==> src/rtl/pong_pkg.sv <==
`default_nettype none
// ============================================================================
//  Module      : pong_pkg
//  Description : Shared types, encodings and default parameters for the
//                pong game controller.
//  Revision    : 1.0 - initial release
// ============================================================================
package pong_pkg;

  // FSM state encoding, also presented on the game_state output
  typedef enum logic [2:0] {
    IDLE      = 3'd0,
    SERVE     = 3'd1,
    PLAY      = 3'd2,
    POINT     = 3'd3,
    GAME_OVER = 3'd4
  } game_state_t;

  // Winner encoding
  localparam logic [1:0] WINNER_NONE = 2'b00;
  localparam logic [1:0] WINNER_P1   = 2'b01;
  localparam logic [1:0] WINNER_P2   = 2'b10;

  // Default game parameters
  localparam int DEFAULT_WIN_SCORE    = 7;
  localparam int DEFAULT_SERVE_FRAMES = 60;
  localparam int DEFAULT_MOVE_DIV     = 1;

  // Score increment that sticks at the 4-bit maximum
  function automatic logic [3:0] sat_inc(input logic [3:0] v);
    return (v == 4'd15) ? v : v + 4'd1;
  endfunction

endpackage
`default_nettype wire

==> src/rtl/edge_detect.sv <==
`default_nettype none
// ============================================================================
//  Module      : edge_detect
//  Description : Registers a level input and produces a one-cycle pulse on
//                its rising (RISING=1) or falling (RISING=0) edge. The pulse
//                is derived purely from registers, so it carries no
//                combinational path from the input pin.
//  Revision    : 1.0 - initial release
// ============================================================================
module edge_detect #(
  parameter bit RISING    = 1'b1,
  parameter bit RESET_VAL = 1'b0
) (
  input  logic clk,
  input  logic rst,
  input  logic din,
  output logic pulse
);

  logic cur;
  logic prev;

  // Two-stage sample of the input; reset value chosen so no edge is seen on release
  always_ff @(posedge clk or negedge rst) begin
    if (!rst) begin
      cur  <= RESET_VAL;
      prev <= RESET_VAL;
    end else begin
      cur  <= din;
      prev <= cur;
    end
  end

  generate
    if (RISING) begin : g_rise
      assign pulse = cur & ~prev;
    end else begin : g_fall
      assign pulse = ~cur & prev;
    end
  endgenerate

endmodule
`default_nettype wire

==> src/rtl/pong_game_ctrl.sv <==
`default_nettype none
// ============================================================================
//  Module      : pong_game_ctrl
//  Description : Pong match controller: frame pacing from vsync, serve delay,
//                move-step divider, scoring and win detection.
//  Revision    : 1.0 - initial release
// ============================================================================
module pong_game_ctrl
  import pong_pkg::*;
#(
  parameter int WIN_SCORE    = DEFAULT_WIN_SCORE,
  parameter int SERVE_FRAMES = DEFAULT_SERVE_FRAMES,
  parameter int MOVE_DIV     = DEFAULT_MOVE_DIV
) (
  input  logic       clk,
  input  logic       rst,
  input  logic       vsync,
  input  logic       start,
  input  logic       pause,
  input  logic       ball_out_left,
  input  logic       ball_out_right,
  output logic       move_enable,
  output logic       ball_reset,
  output logic       serve_dir,
  output logic [3:0] p1_score,
  output logic [3:0] p2_score,
  output logic [2:0] game_state,
  output logic [1:0] winner
);

  localparam logic [3:0] WIN_SCORE_4 = 4'(WIN_SCORE);
  localparam logic [7:0] SERVE_LAST  = 8'(SERVE_FRAMES - 1);
  localparam logic [3:0] MOVE_LAST   = 4'(MOVE_DIV - 1);

  game_state_t state;
  game_state_t state_next;
  logic        frame_tick;
  logic        start_ev;
  logic [7:0]  serve_cnt;
  logic [3:0]  div_cnt;
  logic        scorer_p2;
  logic [3:0]  scorer_score;
  logic        enter_serve;
  logic        live_tick;

  // vsync idles high, so its detector resets high to require a real 1->0
  edge_detect #(.RISING(1'b0), .RESET_VAL(1'b1)) u_vsync_fall (
    .clk   (clk),
    .rst   (rst),
    .din   (vsync),
    .pulse (frame_tick)
  );

  edge_detect #(.RISING(1'b1), .RESET_VAL(1'b0)) u_start_rise (
    .clk   (clk),
    .rst   (rst),
    .din   (start),
    .pulse (start_ev)
  );

  assign live_tick    = frame_tick & ~pause;
  assign scorer_score = scorer_p2 ? p2_score : p1_score;
  assign enter_serve  = (state_next == SERVE) && (state != SERVE);
  assign game_state   = state;

  // State register
  always_ff @(posedge clk or negedge rst) begin
    if (!rst) begin
      state <= IDLE;
    end else begin
      state <= state_next;
    end
  end

  // Next-state decode and the combinational move_enable strobe
  always_comb begin
    state_next  = state;
    move_enable = 1'b0;
    case (state)
      IDLE: begin
        if (start_ev) state_next = SERVE;
      end
      SERVE: begin
        if (live_tick && (serve_cnt == SERVE_LAST)) state_next = PLAY;
      end
      PLAY: begin
        move_enable = live_tick && (div_cnt == MOVE_LAST);
        // Left has priority but both lead to POINT either way
        if (ball_out_left || ball_out_right) state_next = POINT;
      end
      POINT: begin
        state_next = (scorer_score == WIN_SCORE_4) ? GAME_OVER : SERVE;
      end
      GAME_OVER: begin
        if (start_ev) state_next = SERVE;
      end
      default: state_next = IDLE;
    endcase
  end

  // Counters, scores, serve direction, winner and the ball_reset pulse
  always_ff @(posedge clk or negedge rst) begin
    if (!rst) begin
      serve_cnt  <= 8'd0;
      div_cnt    <= 4'd0;
      p1_score   <= 4'd0;
      p2_score   <= 4'd0;
      winner     <= WINNER_NONE;
      serve_dir  <= 1'b1;
      ball_reset <= 1'b0;
      scorer_p2  <= 1'b0;
    end else begin
      // Registered so it lands in the first cycle the state reads SERVE
      ball_reset <= enter_serve;

      if (enter_serve) begin
        serve_cnt <= 8'd0;
      end else if ((state == SERVE) && live_tick) begin
        serve_cnt <= serve_cnt + 8'd1;
      end

      // Divider idles at zero outside PLAY so each rally starts fresh
      if (state != PLAY) begin
        div_cnt <= 4'd0;
      end else if (live_tick) begin
        div_cnt <= (div_cnt == MOVE_LAST) ? 4'd0 : div_cnt + 4'd1;
      end

      if (((state == IDLE) || (state == GAME_OVER)) && start_ev) begin
        p1_score  <= 4'd0;
        p2_score  <= 4'd0;
        winner    <= WINNER_NONE;
        serve_dir <= 1'b1;
      end

      if (state == PLAY) begin
        if (ball_out_left) begin
          p2_score  <= sat_inc(p2_score);
          serve_dir <= 1'b0;
          scorer_p2 <= 1'b1;
        end else if (ball_out_right) begin
          p1_score  <= sat_inc(p1_score);
          serve_dir <= 1'b1;
          scorer_p2 <= 1'b0;
        end
      end

      if ((state == POINT) && (scorer_score == WIN_SCORE_4)) begin
        winner <= scorer_p2 ? WINNER_P2 : WINNER_P1;
      end
    end
  end

endmodule
`default_nettype wire

==> config.mk <==
export PLATFORM = sky130hd
export DESIGN_NAME = pong_game_ctrl
export DESIGN_NICKNAME = d
export VERILOG_FILES = /design/src/rtl/pong_pkg.sv /design/src/rtl/edge_detect.sv /design/src/rtl/pong_game_ctrl.sv
export SDC_FILE = /design/constraint.sdc
export NUM_CORES = 1
export LEC_CHECK = 0
export CORE_MARGIN = 3
export CORE_UTILIZATION = 53
export DETAILED_ROUTE_END_ITERATION = 7
export GPL_TIMING_DRIVEN = 0
export PLACE_DENSITY = 0.81
export SYNTH_ARGS = -nofsm -noshare
export SYNTH_HDL_FRONTEND = slang
export SYNTH_SLANG_ARGS = --single-unit
==> constraint.sdc <==
create_clock -name clk -period 2.3 [get_ports clk]
set_input_delay 0.345 -clock clk [delete_from_list [all_inputs] [get_ports clk]]
set_output_delay 0.345 -clock clk [all_outputs]
set_load 0.01 [all_outputs]
# [Yosys cells after proc, flatten, opt, wreduce, memory -nomap -nowiden]
# Index checks and enable logic that the tools add are counted.
[op_classes] mux=30 div_mod_pow=0 add_sub_neg=4 n_reduce_logical=16 mul=0 magnitude_cmp=0 n_bitwise=6 n_shift=0 eq_ne=13
[op_table] op="$mux 4" count=13
[op_table] op="$mux 8" count=2
[op_table] op="$add 4x1->4 const B" count=3
[op_table] op="$mux 3" count=4
[op_table] op="$pmux 3 s4" count=1
[op_table] op="$add 8x1->8 const B" count=1
[op_table] op="$eq 4x4->1 const B" count=2
[op_table] op="$eq 8x6->1 const B" count=1
[op_table] op="$reduce_bool 2->1" count=4
[op_table] op="$mux 1" count=7
[op_table] op="$eq 3x1->1 const B" count=2
[op_table] op="$eq 3x2->1 const B" count=2
[op_table] op="$logic_and 1x1->1" count=6
[op_table] op="$mux 2" count=3
[op_table] op="$eq 4x3->1 const B" count=1
[op_table] op="$logic_not 4->1" count=1
[op_table] op="$ne 4x4->1 const B" count=1
[op_table] op="$and 1x1->1" count=3
[op_table] op="$eq 3x3->1 const B" count=1
[op_table] op="$logic_not 3->1" count=1
[op_table] op="$ne 3x1->1 const B" count=1
[op_table] op="$ne 3x2->1 const B" count=1
[op_table] op="$ne 3x3->1 const B" count=1
[op_table] op="$not 1->1" count=3
[op_table] op="other kinds (3)" count=4
[word_totals] latchBits=0 mem_count=0 inputBits=7 reg_bits=32 romBits=0 word_cells=82 out_inout_bits=16 ramBits=0

# [Logic depth before layout (Yosys ltp)]
# Gate-level depths: netlist of run 1.
[logic_depth] ltp_word=9 mapped_depth=6 depth_no_buf=5

# [Cells and area by module]
# Synthesis of run 1 repeated with hierarchy kept, for this count alone.
[hier_totals] hier_cells=157 area_unflattened_um2=1671.6
[by_module_without_submodules] mod="pong_game_ctrl" area_per_inst_um2=1541.5 n_inst=1 cells_per_inst=151
[by_module_without_submodules] mod="edge_detect at u_vsync_fall" area_per_inst_um2=66.3 n_inst=1 cells_per_inst=3
[by_module_without_submodules] mod="edge_detect at u_start_rise" area_per_inst_um2=63.8 n_inst=1 cells_per_inst=3

# [Worst setup path before layout of run 1]
# OpenSTA, ideal clock, no wires.
[synth_timing] kind="register to output" start="register u_vsync_fall.prev" end="output port move_enable" required_ns=1.955 path_buffers=0 stages_incl_launch_ff=3 arrival_time_ns=1.409 slack_ns=0.546 cell_sequence="dfstp_2 > or3b_2 > nor4_1"
[synth_between] elab_chain_len=4
[synth_rtl] item="from (decl)" line_no="edge_detect.sv:21" rtl="logic prev;"
[synth_rtl] item="from (signal assigned)" line_no="edge_detect.sv:30" rtl="prev <= cur;"
[synth_rtl] item="$and 1x1->1" line_no="edge_detect.sv:38" rtl="assign pulse = ~cur & prev;"
[synth_rtl] item="$and 1x1->1" line_no="pong_game_ctrl.sv:61" rtl="assign live_tick = frame_tick & ~pause;"
[synth_rtl] item="$logic_and 1x1->1" line_no="pong_game_ctrl.sv:87" rtl="move_enable = live_tick && (div_cnt == MOVE_LAST);"
[synth_rtl] item="$mux 1" line_no="pong_game_ctrl.sv:79" rtl="case (state)"
[synth_rtl] item="to (decl)" line_no="pong_game_ctrl.sv:22" rtl="output logic move_enable,"
# No other way between the ends.

# [Worst setup path in the final report of run 1]
# Same ends and word-level chain as after synthesis.

==> impl_metrics.json, run 1 <==
{
  "synth.net_count": 169,
  "num-nets-final": 199,
  "power.total_mw": 1.16,
  "root_buffer": "clkbuf_4",
  "ys_seq_area_share_pct": 50.1,
  "yosys_warnings": 0,
  "synth-seq-cells": 32,
  "synth.top_cell.area_share_pct": 45.2,
  "cp-end-kind": "output port",
  "cts-buffers-inserted": 5,
  "htreeDepth": 2,
  "synthTopCellsByCount": "29 x dfrtp_1, 19 x nand2_1, 13 x nor2_1",
  "async_flop_share_pct": 100,
  "synth.area.top_cells": "dfrtp_1 45%, dfstp_2 4.9%, nand2_1 4.4%",
  "yosys_most_used_dff": "dfrtp_1",
  "power_per_cell_area_mw_per_mm2": 590,
  "cts.sinks": 32,
  "die_y_um": 61.1,
  "path_max_fanout": 3,
  "synth_edf_count": 0,
  "rows": 19,
  "setup_viol": 0,
  "io_buffers": 22,
  "post-route-min-period_ns": 2.17,
  "drt-wirelength-per-cell_um": 14.4,
  "dr_total_vias": 1264,
  "crit_type": "reg -> out",
  "ant_nets": 0,
  "antenna_found_initial": 0,
  "die_w_um": 61.1,
  "cp.required_ns": 1.96,
  "vias_per_cell": 5.77,
  "rsz0062_at_grt": "no",
  "initial_core_util_pct": 56.8,
  "hold_viol": 0,
  "cp-startpoint": "u_vsync_fall.prev",
  "holdBufCountCts": 0,
  "clock.fmax_mhz": 461,
  "stdcell_count": 219,
  "fin_crit_sh_pct": 94.2,
  "final_core_util_pct": 69.4,
  "worst_clock_skew_ns": 0.0166,
  "grt_max_degree": 18,
  "antennaDiodeCount": 0,
  "setup_ws_ns": 0.133,
  "drc_errors": 0,
  "synth_top_cell_by_area": "dfrtp_1",
  "dp_cells": 211,
  "clkLatencyLatePin_ns": 0.34,
  "n_fill_cell": 221,
  "core-area_mm2": 0.00283,
  "critPathLaunchType": "flip-flop",
  "ioPinCount": 23,
  "slew_violations": 0,
  "grtUsageTotal_pct": 20.4,
  "drive_gt1_share_pct": 11.2,
  "leakage_nw": 0.874,
  "synth_area_per_cell_um2": 10.2,
  "finalSetupTns_ns": 0,
  "maxCapViolations": 0,
  "cts_tree": "yes",
  "max_slew.worst_pin.slew_ns": 1.03,
  "clockBufferDepth": 2,
  "first_pass_iters": 4,
  "die_area_mm2": 0.00373,
  "hold_start": "u_start_rise.cur",
  "arrival_ns": 1.82,
  "drtIter0Drc": 65,
  "wl_mm": 3.16,
  "gr-total-overflow": 0,
  "grt_pass1_vias": 1248,
  "area_delta_synth_final_pct": 22.3,
  "status": "finished clean",
  "synth_area_mm2": 0.00161,
  "hold_class": "reg -> reg",
  "syn_inst": 157,
  "gp_congestion": 0.775,
  "crit-reg2reg-launch": "game_state[2]",
  "grt_first_pass_wirelength_mm": 5.65,
  "max_slew_margin_pct": 30.7,
  "dp_slack_ns": -0.183,
  "irDropWorstVdd_mv": 0.305,
  "synthDistinctLibCells": 46,
  "dp_hpwl_mm": 2.35,
  "cts.clk_slew.worst_paths_ns": 0.10,
  "synth.most_common_cell": "dfrtp_1"
}
[cell type report]
type                            count  area, µm²  share of cell area (%)
Multi-Input combinational cell    115        762                    38.8
Clock buffer                        6       41.3                    2.10
Clock inverter                      2       35.0                    1.78
Inverter                            5       18.8                   0.955
Sequential cell                    32        805                    41.0
Tap cell                           31       38.8                    1.97
Timing Repair Buffer               23        243                    12.4
Buffer                              5       21.3                    1.08
[metal layers]
metal / vias up / part of all wire (%) / wire length [µm] / track usage [%]
met4: 0 / 1.1 / 35 / 7.12
met1: 613 / 45 / 1440 / 27.1
li1: 629 / - / - / -
met3: 3 / 3.6 / 114 / 6.08
met5: - / 0 / 0 / 0
met2: 19 / 50 / 1580 / 32.0
[per-stage QoR]
stage,hold WS [ns],instance area [µm²]
final,0.385,1960
after global routing,0.378,1960
after floorplan,0.0494,1610
after CTS,0.386,1970
after detailed placement,0.363,1890
after global placement,0.365,1870
[sequential cells by signal, summed over array words and instances, names as in the netlist]
name and cells:
u_vsync_fall.prev 1, u_start_rise.cur 1, winner 2, u_vsync_fall.cur 1, serve_cnt 8, ball_reset 1
scorer_p2 1, game_state 3, div_cnt 4, p1_score 4, serve_dir 1, p2_score 4
u_start_rise.prev 1
[power by group]
part	switching, mW	total [mW]	leakage [nW]	internal [mW]
Sequential	0.0369	0.630	0.425	0.593
Clock	0.197	0.425	0.0422	0.228
Combinational	0.0509	0.105	0.407	0.0540
Total	0.285	1.16	0.874	0.875
[cells in the final DEF (no fill, tap or decap), types with 2 or more instances in the layout]
master	netlist	layout
a21oi_1	7	7
and2_1	2	2
clkbuf_1	3	4
nand4b_1	2	2
nor4_1	2	2
dfstp_2	3	3
nand3_1	8	8
nor2_1	13	13
clkdlybuf4s50_1	0	21
and4_1	2	2
nand4_1	5	5
o21ai_0	5	5
buf_2	2	2
mux2i_1	4	4
nand2b_1	3	3
clkbuf_4	0	5
nor3_1	4	4
nand2_1	19	19
xor2_1	7	7
inv_1	5	5
dfrtp_1	29	29
nor2b_1	2	2
ha_1	5	5
[cells by family (layout without fill, tap and decap cells)]
family,count (synthesis),count (layout),synth area share [%]
adder cells (fa/ha/maj),5,5,3.89
AO/OA/AOI/OAI,25,25,10.4
flip-flops,32,32,50.1
XOR/XNOR,7,7,3.82
AND/OR/NAND/NOR,74,74,26.8
buffers and inverters,10,41,2.49
multiplexers,4,4,2.49
[timing repair]
action                                  4_1_cts  5_1_grt
buffers inserted                              0        0
cloned                                        0        0
hold endpoints to repair                      0        0
endpoints found under the setup margin        1        1
gates resized for setup                       1        3
pin swaps                                     0        0
[critical path: stages (launching register included)]
cell	delay, ns
dfstp_2	0.54
or3b_2	0.47
nor4_1	0.29
clkbuf_2	0.18
[worst paths after layout]
| path | to | slack, ns | depth (start not counted) |
|---|---|---|---|
| max in group asynchronous | serve_dir | 1.21 | 2 |
| hold reg to reg | u_start_rise.prev | 0.38 | 0 |
| hold / removal | u_start_rise.prev | 0.38 | 0 |
| setup / recovery | move_enable | 0.13 | 3 |
| min in group asynchronous | serve_cnt[6] | 0.46 | 1 |
| setup reg to reg | serve_cnt[7] | 0.45 | 5 |
(Power assumes the default switching activity.)
==> run 2: changes to the inputs <==
- ABC_CLOCK_PERIOD_IN_PS: unset -> 2300
- CORE_UTILIZATION: 53 -> 54
- PLACE_DENSITY: 0.81 -> 0.82
- SYNTH_HIERARCHICAL: unset -> 1
==> impl_metrics.json, run 2 <==
{
  "rsz0062_at_grt": "no",
  "drtIter0Drc": 38,
  "largest_reg_flops": 8,
  "rows": 19,
  "irDropWorstVdd_mv": 0.423,
  "cts-buffers-inserted": 5,
  "power_per_cell_area_mw_per_mm2": 545,
  "area_delta_synth_final_pct": 18.0,
  "drive_gt1_share_pct": 14.0,
  "power.switching_mw": 0.301,
  "synth_fa_ha_area_share_pct": 3.74,
  "initial_core_util_pct": 58.6,
  "switching_share_pct": 28.0,
  "cp.required_ns": 1.96,
  "synthTopCellsByCount": "29 x dfrtp_1, 21 x nand2_1, 13 x nor2_1",
  "fin_crit_sh_pct": 91.0,
  "crit_type": "reg -> out",
  "grt_max_degree": 33,
  "synth.net_count": 169,
  "htreeDepth": 2,
  "die_y_um": 61.6,
  "synth.most_common_cell": "dfrtp_1",
  "antenna_found_initial": 0,
  "holdBufCountCts": 0,
  "vias_per_cell": 5.94,
  "yosys_most_used_dff": "dfrtp_1",
  "path_max_fanout": 9,
  "setup_ws_ns": 0.206,
  "wl_mm": 3.34,
  "grtUsageTotal_pct": 20.8,
  "synth_compound_area_share_pct": 9.28,
  "layout_commonest_cell": "dfrtp_1",
  "final_core_util_pct": 69.2,
  "worst_clock_skew_ns": 0.00516,
  "synth_top_cell_by_area": "dfrtp_1",
  "synthDistinctLibCells": 46,
  "clockBufferDepth": 2,
  "synth_edf_count": 0,
  "max_slew_margin_pct": 53.8,
  "final_cell_mix": "27 x dfrtp_1, 21 x nand2_1, 20 x clkdlybuf4s50_1",
  "arrival_ns": 1.75,
  "ioPinCount": 23,
  "clkLatencyLatePin_ns": 0.33,
  "power.total_mw": 1.08,
  "setup_viol": 0,
  "async_flop_share_pct": 100,
  "cp-end-kind": "output port",
  "grt_pass1_vias": 1294,
  "cts.sinks": 32,
  "synth_xor_area_share_pct": 4.72,
  "cts.clk_slew.worst_paths_ns": 0.09,
  "synth_area_per_cell_um2": 10.6,
  "ant_nets": 0,
  "drc_errors": 0,
  "clkPwrFrac_pct": 27.6,
  "dp_slack_ns": 0.0865,
  "hold_viol": 0,
  "maxCapViolations": 0,
  "gp_congestion": 0.723,
  "die_area_mm2": 0.00380,
  "die_w_um": 61.6,
  "dr_total_vias": 1289,
  "clock.fmax_mhz": 478,
  "synth_area_mm2": 0.00167,
  "top_register": "serve_cnt",
  "grt_first_pass_wirelength_mm": 5.70,
  "pwr-share-seq_pct": 60.1,
  "io_buffers": 22,
  "syn_inst": 157,
  "max_slew.worst_pin.slew_ns": 0.693,
  "synth.top_cell.area_share_pct": 43.4,
  "dp_hpwl_mm": 2.40,
  "finalSetupTns_ns": 0,
  "first_pass_iters": 4,
  "num-nets-final": 198,
  "gr-total-overflow": 0,
  "ys_seq_area_share_pct": 48.1,
  "p_int_mw": 0.774,
  "core-area_mm2": 0.00285,
  "root_buffer": "clkbuf_4",
  "slew_violations": 0,
  "hold_class": "in -> async",
  "status": "finished clean",
  "synth_top_family_by_area": "simple AND/OR/NAND/NOR gates",
  "antennaDiodeCount": 0,
  "post-route-min-period_ns": 2.09,
  "yosys_warnings": 6,
  "cts_tree": "yes",
  "synth-seq-cells": 32,
  "drt-wirelength-per-cell_um": 15.4,
  "critPathLaunchType": "flip-flop",
  "synth.area.top_cells": "dfrtp_1 43%, dfstp_2 4.7%, nand2_1 4.7%",
  "combinationalPowerShare_pct": 12.3,
  "yosys.area_share.simple_pct": 28.5,
  "leakage_nw": 0.844,
  "synthMuxAreaShare_pct": 3.07
}
-- run 2: cell count changes in the layout (fill, tap and decap cells not counted), sizes merged, moves of 2 or more --
cell	previous run	this run
nand3	8	3
clkbuf	10	8
or4	2	0
nor3	4	6
nor2b	2	5
nand2	19	21
o21ai	5	3
xor2	7	4
a21oi	8	10
xnor2	0	5
-- run 2: final cells by class --
| class | instances | area, µm² |
|---|---|---|
| Multi-Input combinational cell | 116 | 825 |
| Sequential cell | 32 | 807 |
| Fill cell | 245 | 880 |
| Timing Repair Buffer | 22 | 214 |
| Clock inverter | 1 | 5.00 |
| Clock buffer | 6 | 41.3 |
| Buffer | 4 | 23.8 |
| Tap cell | 31 | 38.8 |
| Inverter | 5 | 18.8 |
-- run 2: routing by layer --
| layer | track usage [%] | part of all wire [%] |
|---|---|---|
| met4 | 9.09 | 2.2 |
| met3 | 6.71 | 3.9 |
| met5 | 0 | 0 |
| met1 | 26.0 | 43 |
| met2 | 33.0 | 51 |
-- run 2: logic make-up (layout without fill, tap and decap cells) --
logic type      Yosys count  in the layout
mux                       5              5
xor+xnor                  9              9
compound gates           22             22
buf+inv                   9             38
flops                    32             32
simple gates             75             75
fa+ha+maj                 5              5
-- run 2: critical path, stage by stage (launching register included) --
cell           delay [ns]
dfrtp_2              0.47
and2b_1              0.25
nand2b_1             0.14
nor4_1               0.25
dlygate4sd2_1        0.30
-- run 2: worst paths after layout --
path / slack [ns] / end / startpoint / cells after the start
hold / removal: 0.05 / div_cnt[2] / rst / 1
max in group asynchronous: 1.77 / game_state[1] / rst / 1
min in group clk: 0.39 / u_vsync_fall/prev / u_vsync_fall/cur / 0
hold reg to reg: 0.39 / u_vsync_fall/prev / u_vsync_fall/cur / 0
setup reg to reg: 0.63 / p1_score[3] / game_state[2] / 5
setup / recovery: 0.21 / move_enable / game_state[0] / 4
-- run 2: what timing repair did --
action                     4_1_cts  5_1_grt
resized for setup                3        0
setup buffers                    0        0
setup endpoints to repair        1        0
-- run 2: through the flow --
stage          hold WS (ns)  instances  instance area, µm²
2_1_floorplan        0.0494        157                1670
3_3_place_gp          0.365        210                1930
3_5_place_dp          0.368        210                1930
4_1_cts               0.394        217                1980
5_1_grt              0.0835        217                1970
6_report             0.0502        217                1970
-- run 2: power by group through the flow --
stage          clock (mW)  combinational [mW]  sequential (mW)
2_1_floorplan           0              0.0942            0.648
3_3_place_gp            0               0.129            0.654
3_5_place_dp            0               0.133            0.657
4_1_cts             0.307               0.135            0.647
5_1_grt             0.329               0.153            0.654
6_report            0.296               0.133            0.646
